[config.mk]
export PLATFORM = sky130hd
export DESIGN_NAME = fetch_stage
export DESIGN_NICKNAME = d
export VERILOG_FILES = /design/src/rtl/fetch_stage.sv
export SDC_FILE = /design/constraint.sdc
export NUM_CORES = 1
export LEC_CHECK = 0
export BUFFER_PORTS_ARGS = -buffer_cell sky130_fd_sc_hd__buf_2
export CAP_MARGIN = 20
export CELL_PAD_IN_SITES_DETAIL_PLACEMENT = 0
export CELL_PAD_IN_SITES_GLOBAL_PLACEMENT = 2
export CORE_UTILIZATION = 27
export CTS_BUF_LIST = sky130_fd_sc_hd__clkbuf_8
export CTS_CLUSTER_SIZE = 20
export DETAILED_ROUTE_END_ITERATION = 10
export GPL_ROUTABILITY_DRIVEN = 0
export GPL_TIMING_DRIVEN = 0
export PLACE_DENSITY = 0.81
export SLEW_MARGIN = 20
export SYNTH_ARGS = -nofsm -noshare
export SYNTH_HDL_FRONTEND = slang
export SYNTH_SLANG_ARGS = --single-unit
[constraint.sdc]
create_clock -name clk -period 2.2 [get_ports clk]
set_input_delay 0.11 -clock clk [delete_from_list [all_inputs] [get_ports clk]]
set_output_delay 0.11 -clock clk [all_outputs]
set_load 0.01 [all_outputs]
[src/rtl/fetch_stage.sv]
// Instruction fetch stage: PC register, IDLE/RUN/HALT sequencing and
// the IF/ID output register with valid/ready handshake.
module fetch_stage #(
    parameter logic [7:0] RESET_PC = 8'h00,
    parameter logic [7:0] END_PC   = 8'h4C
) (
    input  logic        clk,
    input  logic        rst,
    output logic [7:0]  imem_addr,
    input  logic [31:0] imem_instr,
    input  logic        redirect_valid,
    input  logic [7:0]  redirect_pc,
    output logic        out_valid,
    input  logic        out_ready,
    output logic [31:0] out_instr,
    output logic [7:0]  out_pc,
    output logic [7:0]  out_pc_plus4,
    output logic        halted,
    output logic [15:0] fetch_count
);

    typedef enum logic [1:0] {
        IDLE,
        RUN,
        HALT
    } state_t;

    state_t     state;
    state_t     state_nx;
    logic [7:0] pc;
    logic       xfer;
    logic       load;
    logic       at_end;
    logic       unused_rpc_lo;

    assign xfer   = out_valid && out_ready;
    assign load   = (state == RUN) && (!out_valid || out_ready)
                    && !redirect_valid;
    assign at_end = (pc[7:2] == END_PC[7:2]);

    assign imem_addr     = pc;
    assign halted        = (state == HALT);
    assign unused_rpc_lo = ^redirect_pc[1:0];

    // Redirect outranks everything, including halt detection.
    always_comb begin
        state_nx = state;
        priority case (1'b1)
            redirect_valid:  state_nx = RUN;
            state == IDLE:   state_nx = RUN;
            load && at_end:  state_nx = HALT;
            default:         state_nx = state;
        endcase
    end

    always_ff @(posedge clk) begin
        if (rst) begin
            state <= IDLE;
        end else begin
            state <= state_nx;
        end
    end

    always_ff @(posedge clk) begin
        if (rst) begin
            pc           <= {RESET_PC[7:2], 2'b00};
            out_valid    <= 1'b0;
            out_instr    <= 32'h0;
            out_pc       <= 8'h00;
            out_pc_plus4 <= 8'h00;
            fetch_count  <= 16'h0;
        end else begin
            if (xfer && fetch_count != 16'hFFFF) begin
                fetch_count <= fetch_count + 16'd1;
            end
            if (redirect_valid) begin
                pc        <= {redirect_pc[7:2], 2'b00};
                out_valid <= 1'b0;
            end else if (load) begin
                out_instr    <= imem_instr;
                out_pc       <= pc;
                out_pc_plus4 <= pc + 8'd4;
                out_valid    <= 1'b1;
                pc           <= pc + 8'd4;
            end else if (state != RUN && xfer) begin
                out_valid <= 1'b0;
            end
        end
    end

endmodule

* Word-level counts from Yosys, hierarchy flattened
Cells that the tools add are included.
** Operators by class
- Muxes and demuxes :: 7
- Bitwise gates (word level) :: 1
- Equality and inequality tests :: 5
- Add/subtract/negate cells :: 2
- Reductions and logical operators :: 16
** Operator list (count)
- $add 16x1->16 const B :: 1
- $mux 8 :: 2
- $ne 16x16->1 const B :: 1
- $add 8x3->8 const B :: 1
- $eq 6x5->1 const B :: 1
- $logic_and 1x1->1 :: 6
- $mux 1 :: 5
- $reduce_bool 2->1 :: 2
- $reduce_bool 3->1 :: 1
- $reduce_or 3->1 :: 1
- $eq 2x1->1 const B :: 1
- $eq 2x2->1 const B :: 1
- $logic_not 1->1 :: 2
- $logic_not 2->1 :: 1
- $ne 2x1->1 const B :: 1
- $reduce_and 2->1 :: 1
- $reduce_or 2->1 :: 1
- $logic_or 1x1->1 :: 1
- $not 1->1 :: 1
** Storage, ports and cells
- Bits in registers :: 75
- Output and inout port bits :: 74
- Logic and storage cells :: 40
- Bits of input ports :: 44

* Logic depth before layout (Yosys ltp)
Gate-level depths: netlist (run 1).
- Word-level depth :: 8
- Gate-level depth with buffers :: 7
- Gate-level depth less buffers :: 5

* Least setup slack after synthesis (run 1)
Ideal clock, no wire load.
- Path type :: register to register
- From :: reg fetch_count[0]
- To :: reg fetch_count[4]
- Path slack :: 0.265 ns
- Cell stages (with the launch flop) :: 7
- Clock period less this slack :: 1.935 ns
- Setup time :: 0.115 ns
- Path buffers :: 1
- Required time :: 2.085 ns
- Arrival time :: 1.819 ns
- Path through :: dfxtp_1 ha_1 nand4_1 nor4_1 buf_2 nor4_1 o21ba_2
** Between the ends
- Cells in the longest elaborated chain, start to end :: 2
- Elaborated cells on any way between the ends :: 3
- Those cells by class :: add/sub: 1; eq/ne: 1; reduce/logical: 1
** RTL lines
- start, declared :: RTL line 19 : output logic [15:0] fetch_count
- start signal, assigned :: RTL line 74 : fetch_count <= fetch_count + 16'd1;
- parallel branches: the longest is 2 deep, another holds $add 16x1->16
Several ways; the timed one is not identified.
A chain may end at the register's enable or synchronous reset.

* Worst setup path in the final report (run 1)
- From :: reg fetch_count[6]
- To :: reg fetch_count[13]
Same word-level chain as after synthesis.

==> results of run 1 <==
-- layout by cell type, fill, tap and decap left out, types with 9 or more instances in the layout --
master           n
dlygate4sd3_1   27
nor2_1          21
clkbuf_1        17
a21oi_1         48
buf_2          111
nand2_1         85
clkbuf_8        10
buf_4            9
a211oi_1        11
dfxtp_1         69
-- cells by family (layout without fill, tap and decap cells) --
group                    Yosys count  count (layout)
buffers and inverters             37             191
XOR/XNOR                           9               9
multiplexers                       3               3
other                              1               6
AO/OA/AOI/OAI                     81              81
adder cells (fa/ha/maj)            2               2
flip-flops                        69              69
AND/OR/NAND/NOR                  154             154
-- power groups by stage --
stage          Combinational (W)  Clock, W  Sequential [W]
6_report                0.000329   0.00116         0.00133
5_1_grt                 0.000368   0.00125         0.00134
4_1_cts                 0.000331   0.00120         0.00133
3_5_place_dp            0.000293         0         0.00136
3_3_place_gp            0.000291         0         0.00136
2_1_floorplan           0.000141         0         0.00138
-- sequential cells by signal, summed over array words and instances, names as in the netlist --
register      cells
fetch_count      16
imem_addr         6
out_instr        32
out_pc            6
out_pc_plus4      6
out_valid         1
state             2
-- cells in the mapped netlist, drive strengths merged (2+ instances only) --
master,count,area share
nor4,5,0.011
nor2,21,0.027
mux2,3,0.012
inv,5,0.0065
buf,9,0.021
clkbuf,23,0.030
o31ai,4,0.010
and3,2,0.0048
nor2b,7,0.015
or3,3,0.0065
nor3,7,0.012
o21ai,4,0.0069
dfxtp,69,0.48
nand2,85,0.11
nand3,9,0.017
nor4b,2,0.0061
o31a,3,0.0096
xor2,2,0.0061
ha,2,0.0087
or4,6,0.016
xnor2,7,0.021
o41ai,2,0.0061
a311oi,2,0.0061
a21oi,48,0.083
a211oi,11,0.029
nand4,3,0.0065
o21bai,2,0.0052
o21ba,2,0.0069
-- layout make-up --
class / count / area, sq um / share of cell area
repair buffers: 138 / 833.3 / 0.2003
clock inverters: 6 / 86.33 / 0.02075
clock buffers: 10 / 137.6 / 0.03308
well taps: 136 / 170.2 / 0.04090
multi-input cells: 255 / 1379 / 0.3314
flip-flops and latches: 69 / 1381 / 0.3320
plain buffers: 32 / 153.9 / 0.03699
inverters: 5 / 18.77 / 0.004511
-- path summary, 6_finish.rpt --
kind                        from         endpoint  slack, ns  depth (start not counted)
hold / removal    imem_instr[30]    out_instr[30]       0.01                          3
setup reg to reg  fetch_count[6]  fetch_count[13]       0.20                          5
setup / recovery  fetch_count[6]  fetch_count[13]       0.20                          5
hold reg to reg        out_pc[7]        out_pc[7]       0.45                          2
-- layer usage --
layer,wire length (um),global-route usage,up-vias,share of wire
met1,3782,0.1863,1348,0.45
met5,0,0,-,0
met4,95,0.03924,0,0.011
met3,416,0.05133,11,0.049
met2,4156,0.2716,60,0.49
li1,-,-,1522,-
-- worst min-delay path: cells and delay by family --
kind            cells  cell delay (ns)
compound gates      1             0.05
buf+inv             1             0.10
simple gates        1             0.05
-- metrics by stage --
step / TNS, ns / area [sq um] / utilization / total power, W
2_1_floorplan: 0 / 2900 / - / 0.001521
3_3_place_gp: -0.1290 / 3611 / 0.3498 / 0.001652
3_5_place_dp: -0.4311 / 3611 / 0.3498 / 0.001655
4_1_cts: 0 / 4128 / 0.3998 / 0.002866
5_1_grt: 0 / 4160 / 0.4030 / 0.002957
6_report: 0 / 4160 / 0.4030 / 0.002821
-- what timing repair did --
item,in CTS,in global routing
endpoints found under the hold margin,27,0
gates resized for setup,4,9
setup endpoints to repair,8,39
buffers inserted,0,3
pin swaps,0,0
hold buffers,27,0
==> flow_summary.yaml, run 1 <==
run_status:
  run_status: "finished clean"
setup_path:
  crit_chain: "nand3_2 > or4_1 > clkbuf_2 > or4_1 > a21oi_1"
  crit_type: "reg -> reg"
  cp_top_family: "simple AND/OR/NAND/NOR gates"
  cp.required_ns: 2.47
  cp-start-kind: "flop"
  end_kind: "flop"
  worst-path-buf-inv: 1
  arrival_ns: 2.27
  cp_max_fo: 8
  crit_top_cell: "or4_1"
  critPathMaxStageDelay_ns: 0.53
  slowest_stage: "or4_1"
yosys:
  syn_inst: 356
  synthMuxAreaShare: 0.01172
  yosys.cell_types.count: 42
  synthXorXnorAreaFrac: 0.02736
  synthArstFlopShare: 0
  seq_area_frac_synth: 0.4794
  synth_compound_area_frac: 0.1711
  ys_ff_latch: 69
  syn-mean-instance-area_sq_um: 8.094
  syn_area_sq_mm: 0.002882
  synth_warnings: 0
  synth_edf_count: 0
  synth_top_family_by_area: "simple AND/OR/NAND/NOR gates"
  synth-adder-area-share: 0.008684
  synth-main-ff-cell: "dfxtp_1"
  synth_simple_gate_area_share: 0.2427
floorplan:
  placeableCoreArea_sq_mm: 0.01032
  floorplan.initialDensity: 0.2791
  dieHeight_um: 105.3
  die_area_sq_mm: 0.01109
  ios: 118
  rows: 37
  die_width_um: 105.3
timing:
  period_needed_ns: 2.001
  slew_headroom: 0.5899
  finClkSkew_ns: 0.01280
  setup_slack_ns: 0.1986
  fmax_mhz: 499.6
  hold_ws_ns: 0.01346
  setup_viol: 0
  rsz0062_at_grt: "no"
  post-route-period-util: 0.9097
  worst_pin_slew_ns: 0.6151
  hold_viol: 0
  finalMaxSlewViolations: 0
clock_network:
  clk_path_buf_depth: 2
  numCtsBuffers: 9
  root_buffer: "clkbuf_8"
  clkTransAtPathRegs_ns: 0.08
  htree_levels: 3
  cts.sinks: 69
  worstSkewPairLatency_ns: 0.34
  tritoncts: "built"
flow_run:
  cap_violations: 0
power_and_ir_drop:
  powerDensity_mw_per_mm2: 678.2
  vdd.ir_drop.worst_uv: 288.6
  seq_power_share: 0.472
  p_int_w: 0.002117
  pwr-share-comb: 0.117
  p_switching_w: 0.0007042
  leakagePower_nw: 1.773
  p_clk_frac: 0.411
  switching_share: 0.2496
drt:
  dr.pass1.iters: 6
  routedWlPerCell_um: 12.98
  route.vias.total: 2941
  drtIter0Drc: 104
  finalWirelength_um: 8451
  ant_nets: 0
  drc: 0
  vias_per_cell: 4.518
global_routing:
  grt_usage: 0.1569
  antenna_found_initial: 0
  overflow: 0
  grt_pass1_wl_um: 13700
  grt_pass1_vias: 2874
  grt_max_degree: 13
place:
  place_hpwl_um: 5986
  dp.cells: 605
  dp_slack_ns: -0.1221
  io_buffers: 108
final_layout:
  nets: 556
  fillerInstances: 1086
  diodes: 0
  areaGrowthSynthToFinish_pct: 44.38
  layout-drive-gt1-share: 0.3010
  stdcell_count: 651
worst_hold_path:
  hold_class: "in -> reg"
No activity file was read; power rests on OpenSTA's default activity.
==> run 2: changes to the inputs <==
- clock period: 2.2 -> 2.27 ns (I/O delays scaled with it)
==> run 2 against run 1 <==
Against the previous run:
- core utilization is 0.69 points lower
- flip-flop and latch count did not move
- combinational power fell by 6.1%
- setup slack improved by 0.017 ns
- cell count decreased by 1.1%
- highest routed layer unchanged
==> flow_summary.yaml, run 2 (synthesis gave the netlist of run 1 again) <==
setup_path:
  slowest_stage: "dfxtp_1"
  cp.required_ns: 2.50
  cp.depth: 7
  regToRegSetupSlack_ns: 0.22
  arrival_ns: 2.28
  rr_endpoint: "state[1]"
  crit_chain: "nor2b_1 > clkbuf_1 > or3_1 > clkbuf_1 > clkbuf_2 > nor2_1 > o21a_1"
  cp-start-kind: "flop"
  r2r-start: "out_valid"
  crit_type: "reg -> reg"
  cp_max_fo: 10
  crit_top_cell: "clkbuf_1"
  worst-path-buf-inv: 3
  end_kind: "flop"
  rr_worst_depth: 7
  cp_top_family: "buffers and inverters"
  critPathMaxStageDelay_ns: 0.45
power_and_ir_drop:
  seq_power_share: 0.474
  p_int_w: 0.002044
  powerDensity_mw_per_mm2: 665.8
  switching_share: 0.2493
  leakagePower_nw: 1.741
  p_switching_w: 0.0006787
  p_clk_frac: 0.412
  vdd.ir_drop.worst_uv: 279.6
  pwr-share-comb: 0.113
final_layout:
  final_common_cell: "buf_2"
  top_regs: "out_instr (32), fetch_count (16)"
  areaGrowthSynthToFinish_pct: 41.90
  nets: 549
  most-common-layout-cells: "buf_2, nand2_1, dfxtp_1"
  fillerInstances: 1096
  diodes: 0
  largest_reg_flops: 32
  largest-register: "out_instr"
  layout-drive-gt1-share: 0.3031
timing:
  hold_ws_ns: 0.01495
  slew_headroom: 0.6117
  period_needed_ns: 2.054
  post-route-period-util: 0.9049
  rsz0062_at_grt: "no"
  hold_viol: 0
  worst_pin_slew_ns: 0.5824
  setup_viol: 0
  finalMaxSlewViolations: 0
  setup_slack_ns: 0.2158
  fmax_mhz: 486.8
  finClkSkew_ns: 0.01306
global_routing:
  antenna_found_initial: 0
  grt_usage: 0.1554
  grt_pass1_wl_um: 13510
  overflow: 0
  grt_max_degree: 13
  grt_pass1_vias: 2821
flow_run:
  cap_violations: 0
run_status:
  run_status: "finished clean"
drt:
  drc: 0
  route.vias.total: 2938
  dr.pass1.iters: 4
  finalWirelength_um: 8365
  vias_per_cell: 4.562
  drtIter0Drc: 96
  ant_nets: 0
  routedWlPerCell_um: 12.99
floorplan:
  die_width_um: 105.3
  rows: 37
  die_area_sq_mm: 0.01109
  ios: 118
  placeableCoreArea_sq_mm: 0.01032
  dieHeight_um: 105.3
  floorplan.initialDensity: 0.2791
clock_network:
  cts.sinks: 69
  clkTransAtPathRegs_ns: 0.08
  root_buffer: "clkbuf_8"
  clk_path_buf_depth: 2
  numCtsBuffers: 9
  htree_levels: 3
  worstSkewPairLatency_ns: 0.34
  tritoncts: "built"
place:
  io_buffers: 108
  dp_slack_ns: -0.05213
  place_hpwl_um: 5986
worst_hold_path:
  min_path_cells: 3
  hold_class: "in -> reg"
  hold_end: "out_instr[15]"
  hold_start: "imem_instr[15]"
[run 2: power by group through the flow]
stage / Combinational, W / Clock (W) / Sequential, W
global placement: 0.000282 / 0 / 0.00132
CTS: 0.000311 / 0.00116 / 0.00129
global route: 0.000347 / 0.00121 / 0.00130
finish: 0.000309 / 0.00112 / 0.00129
detailed placement: 0.000284 / 0 / 0.00132
floorplan: 0.000136 / 0 / 0.00134
[run 2: layout make-up]
type / count / area [sq um] / share of cell area
inverter: 5 / 18.77 / 0.004590
clock buffer: 10 / 137.6 / 0.03366
tap: 136 / 170.2 / 0.04162
clock inverter: 6 / 86.33 / 0.02111
sequential: 69 / 1381 / 0.3378
timing repair buffer: 131 / 763.2 / 0.1867
buffer: 32 / 152.6 / 0.03733
multi-input combinational: 255 / 1379 / 0.3372
[run 2: routing by layer]
layer	wire [um]	track usage	vias up
met2	4082	0.2683	85
met4	93	0.03924	0
met3	484	0.05133	9
met5	0	0	-
li1	-	-	1507
met1	3705	0.1844	1337
[run 2: worst max path at each step]
| stage | startpoint | endpoint | slack, ns |
|---|---|---|---|
| global route | out_valid | out_pc[4] | 0.009 |
| detailed placement | fetch_count[0] | fetch_count[4] | -0.05 |
| floorplan | fetch_count[0] | fetch_count[4] | 0.34 |
| finish | out_valid | state[1] | 0.22 |
| global placement | fetch_count[0] | fetch_count[4] | 0.002 |
| CTS | fetch_count[0] | fetch_count[14] | 0.007 |
[run 2: metrics by stage]
| step | std cells | instance area [sq um] | TNS, ns | power (W) | util |
|---|---|---|---|---|---|
| finish | 644 | 4089 | 0 | 0.002723 | 0.3961 |
| global route | 644 | 4089 | 0 | 0.002856 | 0.3961 |
| CTS | 641 | 4041 | 0 | 0.002768 | 0.3915 |
| detailed placement | 605 | 3611 | -0.1014 | 0.001604 | 0.3498 |
| global placement | 605 | 3611 | 0 | 0.001601 | 0.3498 |
| floorplan | 361 | 2900 | 0 | 0.001474 | - |
[run 2: tightest hold or removal path, delay by kind of cell]
| family | cells | cell delay (ns) |
|---|---|---|
| AO/OA/AOI/OAI | 1 | 0.06 |
| buffers and inverters | 1 | 0.10 |
| AND/OR/NAND/NOR | 1 | 0.05 |
[run 2: repair_timing]
item,CTS,global route
buffers inserted,0,3
gates cloned,0,0
hold buffers,20,0
endpoints found under the hold margin,20,0
gates resized for setup,1,11
endpoints found under the setup margin,2,48
==> run 3: changes to the inputs <==
- CORE_MARGIN: not set -> 8
- REMOVE_ABC_BUFFERS: not set -> 1
==> run 3 against run 2 <==
Against the previous run:
- clock-buffer cell count decreased by 1
- die area increased by 28%
- final area increased by 0.73%
- register-to-register slack about the same
- cell count decreased by 2.8%
- setup slack about the same
- via count decreased by 4.1%
- critical endpoint is now fetch_count[6]
- largest cell class is now multi-input gates
==> flow_summary.yaml, run 3 (synthesis gave the netlist of run 1 again) <==
final_layout:
  nets: 532
  top_regs: "out_instr (32), fetch_count (16)"
  layout-drive-gt1-share: 0.2980
  largest_reg_flops: 32
  most-common-layout-cells: "buf_2, nand2_1, dfxtp_1"
  fillerInstances: 1107
  largest-register: "out_instr"
  diodes: 0
  stdcell_area_sq_mm: 0.004119
  final_common_cell: "buf_2"
  areaGrowthSynthToFinish_pct: 42.94
place:
  dp_slack_ns: 0.03586
  io_buffers: 109
  dpl-instance-area_sq_mm: 0.003552
  place_hpwl_um: 6191
run_status:
  run_status: "finished clean"
global_routing:
  grt_pass1_vias: 2740
  antenna_found_initial: 0
  grt_max_degree: 74
  grt_pass1_wl_um: 14260
  overflow: 0
  grt_usage: 0.1219
clock_network:
  cts.sinks: 69
  clk_path_buf_depth: 2
  numCtsBuffers: 9
  root_buffer: "clkbuf_8"
  clkTransAtPathRegs_ns: 0.08
  htree_levels: 3
  tritoncts: "built"
  worstSkewPairLatency_ns: 0.34
floorplan:
  ios: 118
  die_width_um: 119.3
  dieHeight_um: 119.3
  floorplan.initialDensity: 0.2791
  placeableCoreArea_sq_mm: 0.01032
  rows: 37
  die_area_sq_mm: 0.01423
setup_path:
  arrival_ns: 2.29
  crit_type: "reg -> reg"
  end_kind: "flop"
  cp-start-kind: "flop"
  cp.required_ns: 2.51
  cp_max_fo: 8
timing:
  setup_viol: 0
  hold_viol: 0
  rsz0062_at_grt: "no"
  finalMaxSlewViolations: 0
  worst_pin_slew_ns: 0.7817
  period_needed_ns: 2.054
  hold_ws_ns: 0.02991
  setup_slack_ns: 0.2155
  setup-tns-final_ns: 0
  slew_headroom: 0.4789
  fmax_mhz: 486.7
  post-route-period-util: 0.9051
  finClkSkew_ns: 0.006891
drt:
  vias_per_cell: 4.503
  dr.pass1.iters: 4
  finalWirelength_um: 8724
  route.vias.total: 2819
  drtIter0Drc: 115
  ant_nets: 0
  routedWlPerCell_um: 13.94
  drc: 0
power_and_ir_drop:
  leakagePower_nw: 1.740
  vdd.ir_drop.worst_uv: 275.3
  powerDensity_mw_per_mm2: 685.3
worst_hold_path:
  hold_class: "in -> reg"
flow_run:
  cap_violations: 0
run 3: critical path: stages (launching register included):
cell	delay, ns
dfxtp_1	0.37
ha_1	0.21
nand4_1	0.39
nor4_4	0.49
buf_4	0.22
nor4_1	0.05
o21ba_2	0.20
run 3: path summary, 6_finish.rpt:
| check | from | cells after the start | slack, ns | end |
|---|---|---|---|---|
| worst min register to register | out_instr[3] | 2 | 0.45 | out_instr[3] |
| worst min-delay path | imem_instr[17] | 3 | 0.03 | out_instr[17] |
| worst max-delay path | fetch_count[1] | 6 | 0.22 | fetch_count[6] |
| worst max register to register | fetch_count[1] | 6 | 0.22 | fetch_count[6] |
run 3: final cells by class:
cell class / instances / area [sq um] / share of cell area
multi-input combinational: 255 / 1384 / 0.3360
sequential: 69 / 1383 / 0.3357
timing repair buffer: 146 / 927.1 / 0.2251
tap: 136 / 170.2 / 0.04131
clock buffer: 9 / 123.9 / 0.03007
clock inverter: 6 / 112.6 / 0.02734
inverter: 5 / 18.77 / 0.004557
run 3: routing by layer:
layer,vias up,part of all wire,routed length [um],GRT usage
met5,-,0,0,0
met4,0,0.017,151,0.05855
met3,11,0.054,471,0.03118
met2,66,0.45,3901,0.1890
li1,1470,-,-,-
met1,1272,0.48,4200,0.1550
run 3: report_power, final:
group,switching [W],internal (W),total (W)
Combinational,0.000166,0.000147,0.000313
Clock,0.000491,0.000726,0.00122
Sequential,0.0000349,0.00126,0.00129
run 3: per-stage QoR:
| stage | util | std cells | power, W |
|---|---|---|---|
| global route | 0.3990 | 626 | 0.002968 |
| floorplan | - | 329 | 0.001444 |
| global placement | 0.3360 | 574 | 0.001584 |
| detailed placement | 0.3441 | 580 | 0.001597 |
| finish | 0.3990 | 626 | 0.002823 |
| CTS | 0.3970 | 626 | 0.002869 |
run 3: what timing repair did:
| action | CTS | global route |
|---|---|---|
| setup endpoints to repair | 0 | 7 |
| gates resized for setup | 0 | 4 |
| endpoints found under the hold margin | 31 | 0 |
| setup buffers | 0 | 0 |
| hold buffers | 31 | 0 |
